[config.mk]
export PLATFORM = sky130hd
export DESIGN_NAME = mega_alu_wb
export DESIGN_NICKNAME = d
export VERILOG_FILES = /design/src/rtl/mega_alu_wb.sv
export SDC_FILE = /design/constraint.sdc
export NUM_CORES = 1
export LEC_CHECK = 0
export CORE_ASPECT_RATIO = 0.7
export CORE_MARGIN = 2
export CORE_UTILIZATION = 40
export CTS_BUF_LIST = sky130_fd_sc_hd__clkbuf_8
export CTS_CLUSTER_SIZE = 16
export DETAILED_ROUTE_END_ITERATION = 8
export GPL_ROUTABILITY_DRIVEN = 0
export HOLD_SLACK_MARGIN = 0.1
export PLACE_DENSITY = 0.78
export RECOVER_POWER = 100
export SYNTH_ARGS = -nofsm -noshare
export SYNTH_HDL_FRONTEND = slang
export SYNTH_SLANG_ARGS = --single-unit
[constraint.sdc]
create_clock -name clk -period 4.8 [get_ports clk]
set_input_delay 0.72 -clock clk [delete_from_list [all_inputs] [get_ports clk]]
set_output_delay 0.72 -clock clk [all_outputs]
set_load 0.03 [all_outputs]
[src/rtl/mega_alu_wb.sv]
// Write-back stage behind the MEGA/XMEGA ALU: byte-serial register-file commit,
// architectural SREG ownership and zero-cycle forwarding of pending writes.
module mega_alu_wb #(
  parameter string      PLATFORM   = "XILINX",
  parameter logic [7:0] SREG_RESET = 8'h00
) (
  input  logic        clk,
  input  logic        rst,
  input  logic        in_valid,
  output logic        in_ready,
  input  logic [4:0]  in_rda,
  input  logic        in_wide,
  input  logic        in_wr_reg,
  input  logic        in_wr_sreg,
  input  logic [15:0] in_R,
  input  logic [7:0]  in_sreg,
  input  logic        sreg_io_we,
  input  logic [7:0]  sreg_io_data,
  output logic        rf_we,
  output logic [4:0]  rf_addr,
  output logic [7:0]  rf_data,
  output logic [7:0]  sreg,
  input  logic [4:0]  fwd_a_addr,
  input  logic [4:0]  fwd_b_addr,
  output logic        fwd_a_hit,
  output logic        fwd_b_hit,
  output logic [7:0]  fwd_a_data,
  output logic [7:0]  fwd_b_data,
  output logic        busy
);

  localparam logic [1:0] S_IDLE  = 2'd0;
  localparam logic [1:0] S_WR_LO = 2'd1;
  localparam logic [1:0] S_WR_HI = 2'd2;

  logic [1:0]  r_state;
  logic [1:0]  w_state_nxt;
  logic [4:0]  r_h_rda;
  logic        r_h_wide;
  logic        r_h_wr_reg;
  logic [15:0] r_h_R;
  logic [7:0]  r_sreg;
  logic        w_accept;
  logic [8:0]  w_fwd_a;
  logic [8:0]  w_fwd_b;

  // Returns {hit, byte} for a fetch address against the write in flight.
  function automatic logic [8:0] fwd_lookup(
    input logic [4:0]  addr,
    input logic [1:0]  st,
    input logic [4:0]  rda,
    input logic        wide,
    input logic        wr,
    input logic [15:0] r
  );
    logic [8:0] res;
    res = 9'd0;
    if (wr && (st == S_WR_LO) && (addr == rda)) begin
      res = {1'b1, r[7:0]};
    end else if (wr && (st == S_WR_LO) && wide && (addr == (rda | 5'd1))) begin
      res = {1'b1, r[15:8]};
    end else if (wr && (st == S_WR_HI) && (addr == (rda | 5'd1))) begin
      res = {1'b1, r[15:8]};
    end else begin
      res = 9'd0;
    end
    return res;
  endfunction

  assign in_ready = (r_state == S_IDLE) || (r_state == S_WR_HI) ||
                    ((r_state == S_WR_LO) && !r_h_wide);
  assign w_accept = in_valid && in_ready;
  assign busy     = (r_state != S_IDLE);
  assign sreg     = r_sreg;

  // Next-state selection for the byte-commit sequencer.
  always_comb begin
    w_state_nxt = S_IDLE;
    case (r_state)
      S_IDLE:  w_state_nxt = w_accept ? S_WR_LO : S_IDLE;
      S_WR_LO: begin
        if (r_h_wide) begin
          w_state_nxt = S_WR_HI;
        end else begin
          w_state_nxt = w_accept ? S_WR_LO : S_IDLE;
        end
      end
      S_WR_HI: w_state_nxt = w_accept ? S_WR_LO : S_IDLE;
      default: w_state_nxt = S_IDLE;
    endcase
  end

  // State, holding register and SREG; the I/O-space write overrides the ALU flags.
  always_ff @(posedge clk or negedge rst) begin
    if (!rst) begin
      r_state    <= S_IDLE;
      r_h_rda    <= 5'd0;
      r_h_wide   <= 1'b0;
      r_h_wr_reg <= 1'b0;
      r_h_R      <= 16'd0;
      r_sreg     <= SREG_RESET;
    end else begin
      r_state <= w_state_nxt;
      if (w_accept) begin
        r_h_rda    <= in_rda;
        r_h_wide   <= in_wide;
        r_h_wr_reg <= in_wr_reg;
        r_h_R      <= in_R;
      end else begin
        r_h_rda    <= r_h_rda;
        r_h_wide   <= r_h_wide;
        r_h_wr_reg <= r_h_wr_reg;
        r_h_R      <= r_h_R;
      end
      if (sreg_io_we) begin
        r_sreg <= sreg_io_data;
      end else if (w_accept && in_wr_sreg) begin
        r_sreg <= in_sreg;
      end else begin
        r_sreg <= r_sreg;
      end
    end
  end

  // Register-file byte port, decoded from state and holding register.
  always_comb begin
    rf_we   = 1'b0;
    rf_addr = 5'd0;
    rf_data = 8'd0;
    case (r_state)
      S_WR_LO: begin
        rf_we   = r_h_wr_reg;
        rf_addr = r_h_wr_reg ? r_h_rda : 5'd0;
        rf_data = r_h_wr_reg ? r_h_R[7:0] : 8'd0;
      end
      S_WR_HI: begin
        rf_we   = r_h_wr_reg;
        rf_addr = r_h_wr_reg ? (r_h_rda | 5'd1) : 5'd0;
        rf_data = r_h_wr_reg ? r_h_R[15:8] : 8'd0;
      end
      default: begin
        rf_we   = 1'b0;
        rf_addr = 5'd0;
        rf_data = 8'd0;
      end
    endcase
  end

  assign w_fwd_a    = fwd_lookup(fwd_a_addr, r_state, r_h_rda, r_h_wide, r_h_wr_reg, r_h_R);
  assign w_fwd_b    = fwd_lookup(fwd_b_addr, r_state, r_h_rda, r_h_wide, r_h_wr_reg, r_h_R);
  assign fwd_a_hit  = w_fwd_a[8];
  assign fwd_a_data = w_fwd_a[7:0];
  assign fwd_b_hit  = w_fwd_b[8];
  assign fwd_b_data = w_fwd_b[7:0];

endmodule

# Word-level counts from Yosys, hierarchy flattened
# Cells that the tools add are included.
# word_totals
in_bits	54
ff_bits	33
output_inout_bits	42
wordCells	50
# op_classes
reduce_logical	20
n_eq_ne	6
mux	18
# ops
op	count
2-to-1 mux 9 bit	6
2-to-1 mux 8 bit	4
== test 5 bit	4
case mux 8 bit (2 select lines)	1
logical AND 1 bit	12
2-to-1 mux 5 bit	2
case mux 5 bit (2 select lines)	1
case mux 2 bit (2 select lines)	1
nonzero test 2 bit	2
OR reduction 2 bit	2
== test 2 x 1 -> 1 bit, second input constant	1
== test 2 bit, second input constant	1
zero test 2 bit	1
logical OR 1 bit	2
2-to-1 mux 1 bit	2
2-to-1 mux 2 bit	1
zero test 1 bit	1

# Depth between registers and ports, before layout
# logic_depth
depth_word	7
depth_mapped	8
depth_no_buf	5

# Least setup slack after synthesis
# Ideal clock, no wire load.
# synth_timing
path_type	in2out
start	input fwd_a_addr[1]
end	output fwd_a_hit
setup_slack_ns	1.431
required_time_ns	4.080
stages	3
n_path_buf	0
t_arrival_ns	2.649
cell_sequence	xnor2_1 nand4_1 a2111oi_0
# synth_via
elab_chain_cells	5
elab_cells_between_ends	8
classes_between	2 x eq/ne; 3 x mux; 3 x reduce/logical
# synth_rtl
item	line	source
start, declared	23	input logic [4:0] fwd_a_addr,
== test 5 bit	60, 62	
logical AND 1 bit	62	end else if (wr && (st == S_WR_HI) && (addr == (rda | 5'd1))) begin
2-to-1 mux 9 bit	62	
2-to-1 mux 9 bit	60	end else if (wr && (st == S_WR_LO) && wide && (addr == (rda | 5'd1))) begin
2-to-1 mux 9 bit (*)	58	if (wr && (st == S_WR_LO) && (addr == rda)) begin
end, declared	25	output logic fwd_a_hit,
# Mark *: on every way between the ends. The rest lies on a longest branch, timed or not.

# Worst setup path in the final report
# layout_timing
start	register r_state[1]
end	output fwd_b_data[1]
# layout_via
elab_chain_cells	6
elab_cells_between_ends	11
classes_between	2 x eq/ne; 3 x mux; 6 x reduce/logical
# layout_rtl
item	line	source
start, declared	36	logic [1:0] r_state;
start signal, assigned	103	r_state <= w_state_nxt;
== test 2 bit or == test 2 x 1 -> 1 bit (tied branches)	62, 58, 60	
logical AND 1 bit, on equally long branches	62, 58, 60	
logical AND 1 bit, on equally long branches	62, 60	
2-to-1 mux 9 bit or logical AND 1 bit (tied branches)	62, 60	
2-to-1 mux 9 bit	60	
2-to-1 mux 9 bit (*)	58	
end, declared	28	output logic [7:0] fwd_b_data,
# Marks and branches as above.

==> key figures <==
Clocking
  – CTS H-tree lvls: 2
  – Number of CTS-inserted buffers: 5
  – CTS Buffer Depth: 2
  – Number of clock sinks: 33
  – Clock insertion delay at the later pin of the skew report: 0.29 ns
  – Total of cells resized after clock tree synthesis: 0
  – Number of buffers inserted for hold repair after clock tree synthesis: 0
  – Cell at the root of the clock tree: sky130_fd_sc_hd__clkbuf_8
  – CTS clk-pin slew, worst paths: 0.07 ns
  – CTS tree: done
  – Number of buffers added for setup after CTS: 0

Detailed routing
  – Avg WL per Cell: 17.4 um
  – Routed wire length: 6660 um
  – Met2 routed WL: 2930 um
  – Routed vias: 2,131
  – Initial DRC Count: 138
  – Total routed wire length on the met1 layer: 3120 um
  – Drt via density: 5.58
  – Remaining antenna violation count: 0
  – Max layer used: met4
  – Met3 wire length: 492 um
  – DRC errors left: 0
  – Length of the first detailed-routing pass in iterations: 4

Die
  – Die Y-Extent: 64.9 um
  – Count of pins on the block boundary: 96
  – Standard-cell row count: 22
  – Initial core utilization: 0.409
  – DIE WIDTH: 90.9 um
  – Placeable core area: 5170 um^2
  – Die Area: 5900 um^2

STA
  – Smallest hold slack: 0.557 ns
  – Transition at the pin with the smallest max-transition slack: 2.15 ns
  – Final Hold Violating Endpoints: 0
  – Unrepaired setup endpoints after global routing: false
  – Worst slew slack as a fraction of its limit: -0.446
  – Final setup violation count: 0
  – Upper clock frequency limit: 245 MHz
  – Shortest clock period the worst path allows after layout: 4.08 ns
  – Pins over their slew limit: 59
  – Total Neg Setup Slack: 0 ns
  – Clk_skew: 0.00418 ns
  – Ratio of final minimum period to clock period: 0.850

Critical path
  – Critical Path Source Type: register
  – Number of cells on the worst reg-to-reg path: 5
  – Worst reg2reg startpoint: r_state[0]
  – Slack of the worst reg-to-reg path: 1.11 ns
  – Data required time at the worst endpoint: 4.08 ns
  – Kind of critical path: reg2out
  – CP peak stage delay: 0.80 ns
  – Arrival time of data at the critical path endpoint: 3.36 ns
  – Slowest stage cell on the critical path: sky130_fd_sc_hd__and2_0
  – Critical Path End Type: primary output
  – Crit Reg-Reg Endpoint: r_h_wide
  – Ordered cell list for the critical path: inv_1 > ha_1 > and2_0 > nand3_1 > a21oi_1 > dlygate4sd3_1
  – Largest fanout on the critical path: 17

Synth
  – Post-synth EDFFs: 0
  – Warning count from the yosys run: 0
  – Proportion of synthesized chip area in sequential cells: 0.390
  – Number of instances in the synthesized netlist: 224
  – Flip-flop and latch count after synthesis: 33
  – Mapped Nets: 282
  – Share of Yosys cell area claimed by the top area cell type: 0.390
  – Unique masters post-synth: 30
  – Largest cells by area after synthesis: sky130_fd_sc_hd__dfrtp_1, sky130_fd_sc_hd__mux2_4, sky130_fd_sc_hd__mux2_1
  – Syn avg cell area: 9.45 um^2
  – Most area-hungry cell type in the Yosys netlist: sky130_fd_sc_hd__dfrtp_1
  – Leading register cell type out of synthesis: sky130_fd_sc_hd__dfrtp_1
  – Post-synth design cell area: 2120 um^2
  – Proportion of synthesized flip-flops having asynchronous set or reset: 1.00

Layout
  – Most frequent standard cell in the layout excluding fill and tap cells: sky130_fd_sc_hd__clkdlybuf4s50_1
  – Max FFs per register: 16
  – Net count reported at finish: 367
  – Fraction of layout instances using a drive strength above 1: 0.0548
  – Commonest cells after routing, fill and taps aside: sky130_fd_sc_hd__clkdlybuf4s50_1, sky130_fd_sc_hd__dlygate4sd3_1, sky130_fd_sc_hd__dfrtp_1, sky130_fd_sc_hd__a21oi_1, sky130_fd_sc_hd__nand2_1
  – Antenna Diode Count: 0
  – Synth-to-layout area growth: 46.8%
  – Top register by number of flip-flops: r_h_R
  – Core Util, Final: 0.600

Global routing
  – Sum of overflow across all layers after global routing: 0
  – Wire length of the first global-routing pass: 10,800 um
  – All-Layer GR Usage: 0.234
  – Number of global-route vias before repair: 2,121
  – Maximum number of pins on one net before global-route repair: 34
  – Antenna violations before repair: 0

Pwr
  – Internal Power: 0.839 mW
  – Relative contribution of sequential cells to total power: 0.340
  – Leakage power total: 1.25 nW
  – Power Total: 1.62 mW
  – Clock network power share: 0.126
  – Worst-case vdd ir drop: 0.000231 V
  – Sw Ratio: 0.481
  – Total net switching power: 0.777 mW
  – Power density over the cells: 520 nW/um^2
  – Combinational cell fraction of total power: 0.534

Run status
  – Status: complete, but fails checks
  – Failing checks: max-capacitance violations, max-slew violations

Placed design
  – Port Buf Inserts: 95
  – HPWL reported at the end of detailed placement: 4770 um

Job
  – Number of max-cap violations: 2

Hold path
  – Launch point of the worst hold path: sreg[2]
  – Cell depth of the worst min-delay path: 2
  – Type of the most critical hold path: reg2reg
  – Hold worst-path end: sreg[2]
kinds of logic after synthesis:
logic type,synth area share
xor gates and xnor gates,0.0414
and+or+nand+nor,0.183
buffers and inverters,0.0538
AOI/OAI and AO/OA,0.169
muxes,0.138
adders and majority gates,0.0237
DFF,0.390
critical path, delay by kind of cell (launching register included):
family	cells	cell delay [ns]
AND/OR/NAND/NOR	2	1.00
buffers and inverters	2	0.86
adder cells (fa/ha/maj)	1	0.59
flip-flops	1	0.41
AO/OA/AOI/OAI	1	0.22
how the worst max path moves through the flow:
stage	from	end	slack [ns]	cells past startpoint
floorplan	fwd_a_addr[1]	fwd_a_hit	1.43	3
global placement	fwd_a_addr[4]	fwd_a_hit	1.07	5
detailed placement	fwd_a_addr[0]	fwd_a_data[4]	1.02	5
CTS	fwd_a_addr[0]	fwd_a_data[4]	1.0	5
global route	r_state[1]	fwd_b_data[4]	0.48	6
finish	r_state[1]	fwd_b_data[1]	0.72	6
cell usage after synthesis (9+ instances only):
library cell / n
sky130_fd_sc_hd__a21oi_1: 20
sky130_fd_sc_hd__mux2_4: 9
sky130_fd_sc_hd__mux2_1: 10
sky130_fd_sc_hd__nand2_1: 19
sky130_fd_sc_hd__nand3_1: 17
sky130_fd_sc_hd__xnor2_1: 10
sky130_fd_sc_hd__nand4_1: 17
sky130_fd_sc_hd__dfrtp_1: 33
sky130_fd_sc_hd__nor2_1: 12
final cells by class:
class | count | area, um^2
fillers | 499 | 2070
multi-input cells | 167 | 1130
repair buffers | 96 | 955
flip-flops and latches | 33 | 826
well taps | 72 | 90.1
clock buffers | 5 | 68.8
inverters | 6 | 22.5
clock inverters | 3 | 13.8
stage by stage:
step                      area, um^2  worst slack, ns  cells
after floorplan                 2120             1.43    224
after CTS                       3160            0.999    382
after global routing            3110            0.483    382
after detailed placement        3070             1.02    374
final                           3110            0.720    382
after global placement          3070             1.07    374
power by group through the flow:
stage / clock [mW] / combinational [mW] / sequential (mW)
finish: 0.204 / 0.863 / 0.549
CTS: 0.204 / 0.928 / 0.543
detailed placement: 0 / 0.924 / 0.548
global route: 0.214 / 0.937 / 0.567
floorplan: 0 / 0.656 / 0.521
global placement: 0 / 0.903 / 0.539
layer usage:
layer | vias to the layer above | global-route usage
li1 | 992 | -
met1 | 1035 | 0.330
met2 | 93 | 0.354
met3 | 11 | 0.0488
met4 | 0 | 0.0928
met5 | - | 0
Note: power is estimated with default switching activity, not from simulation.
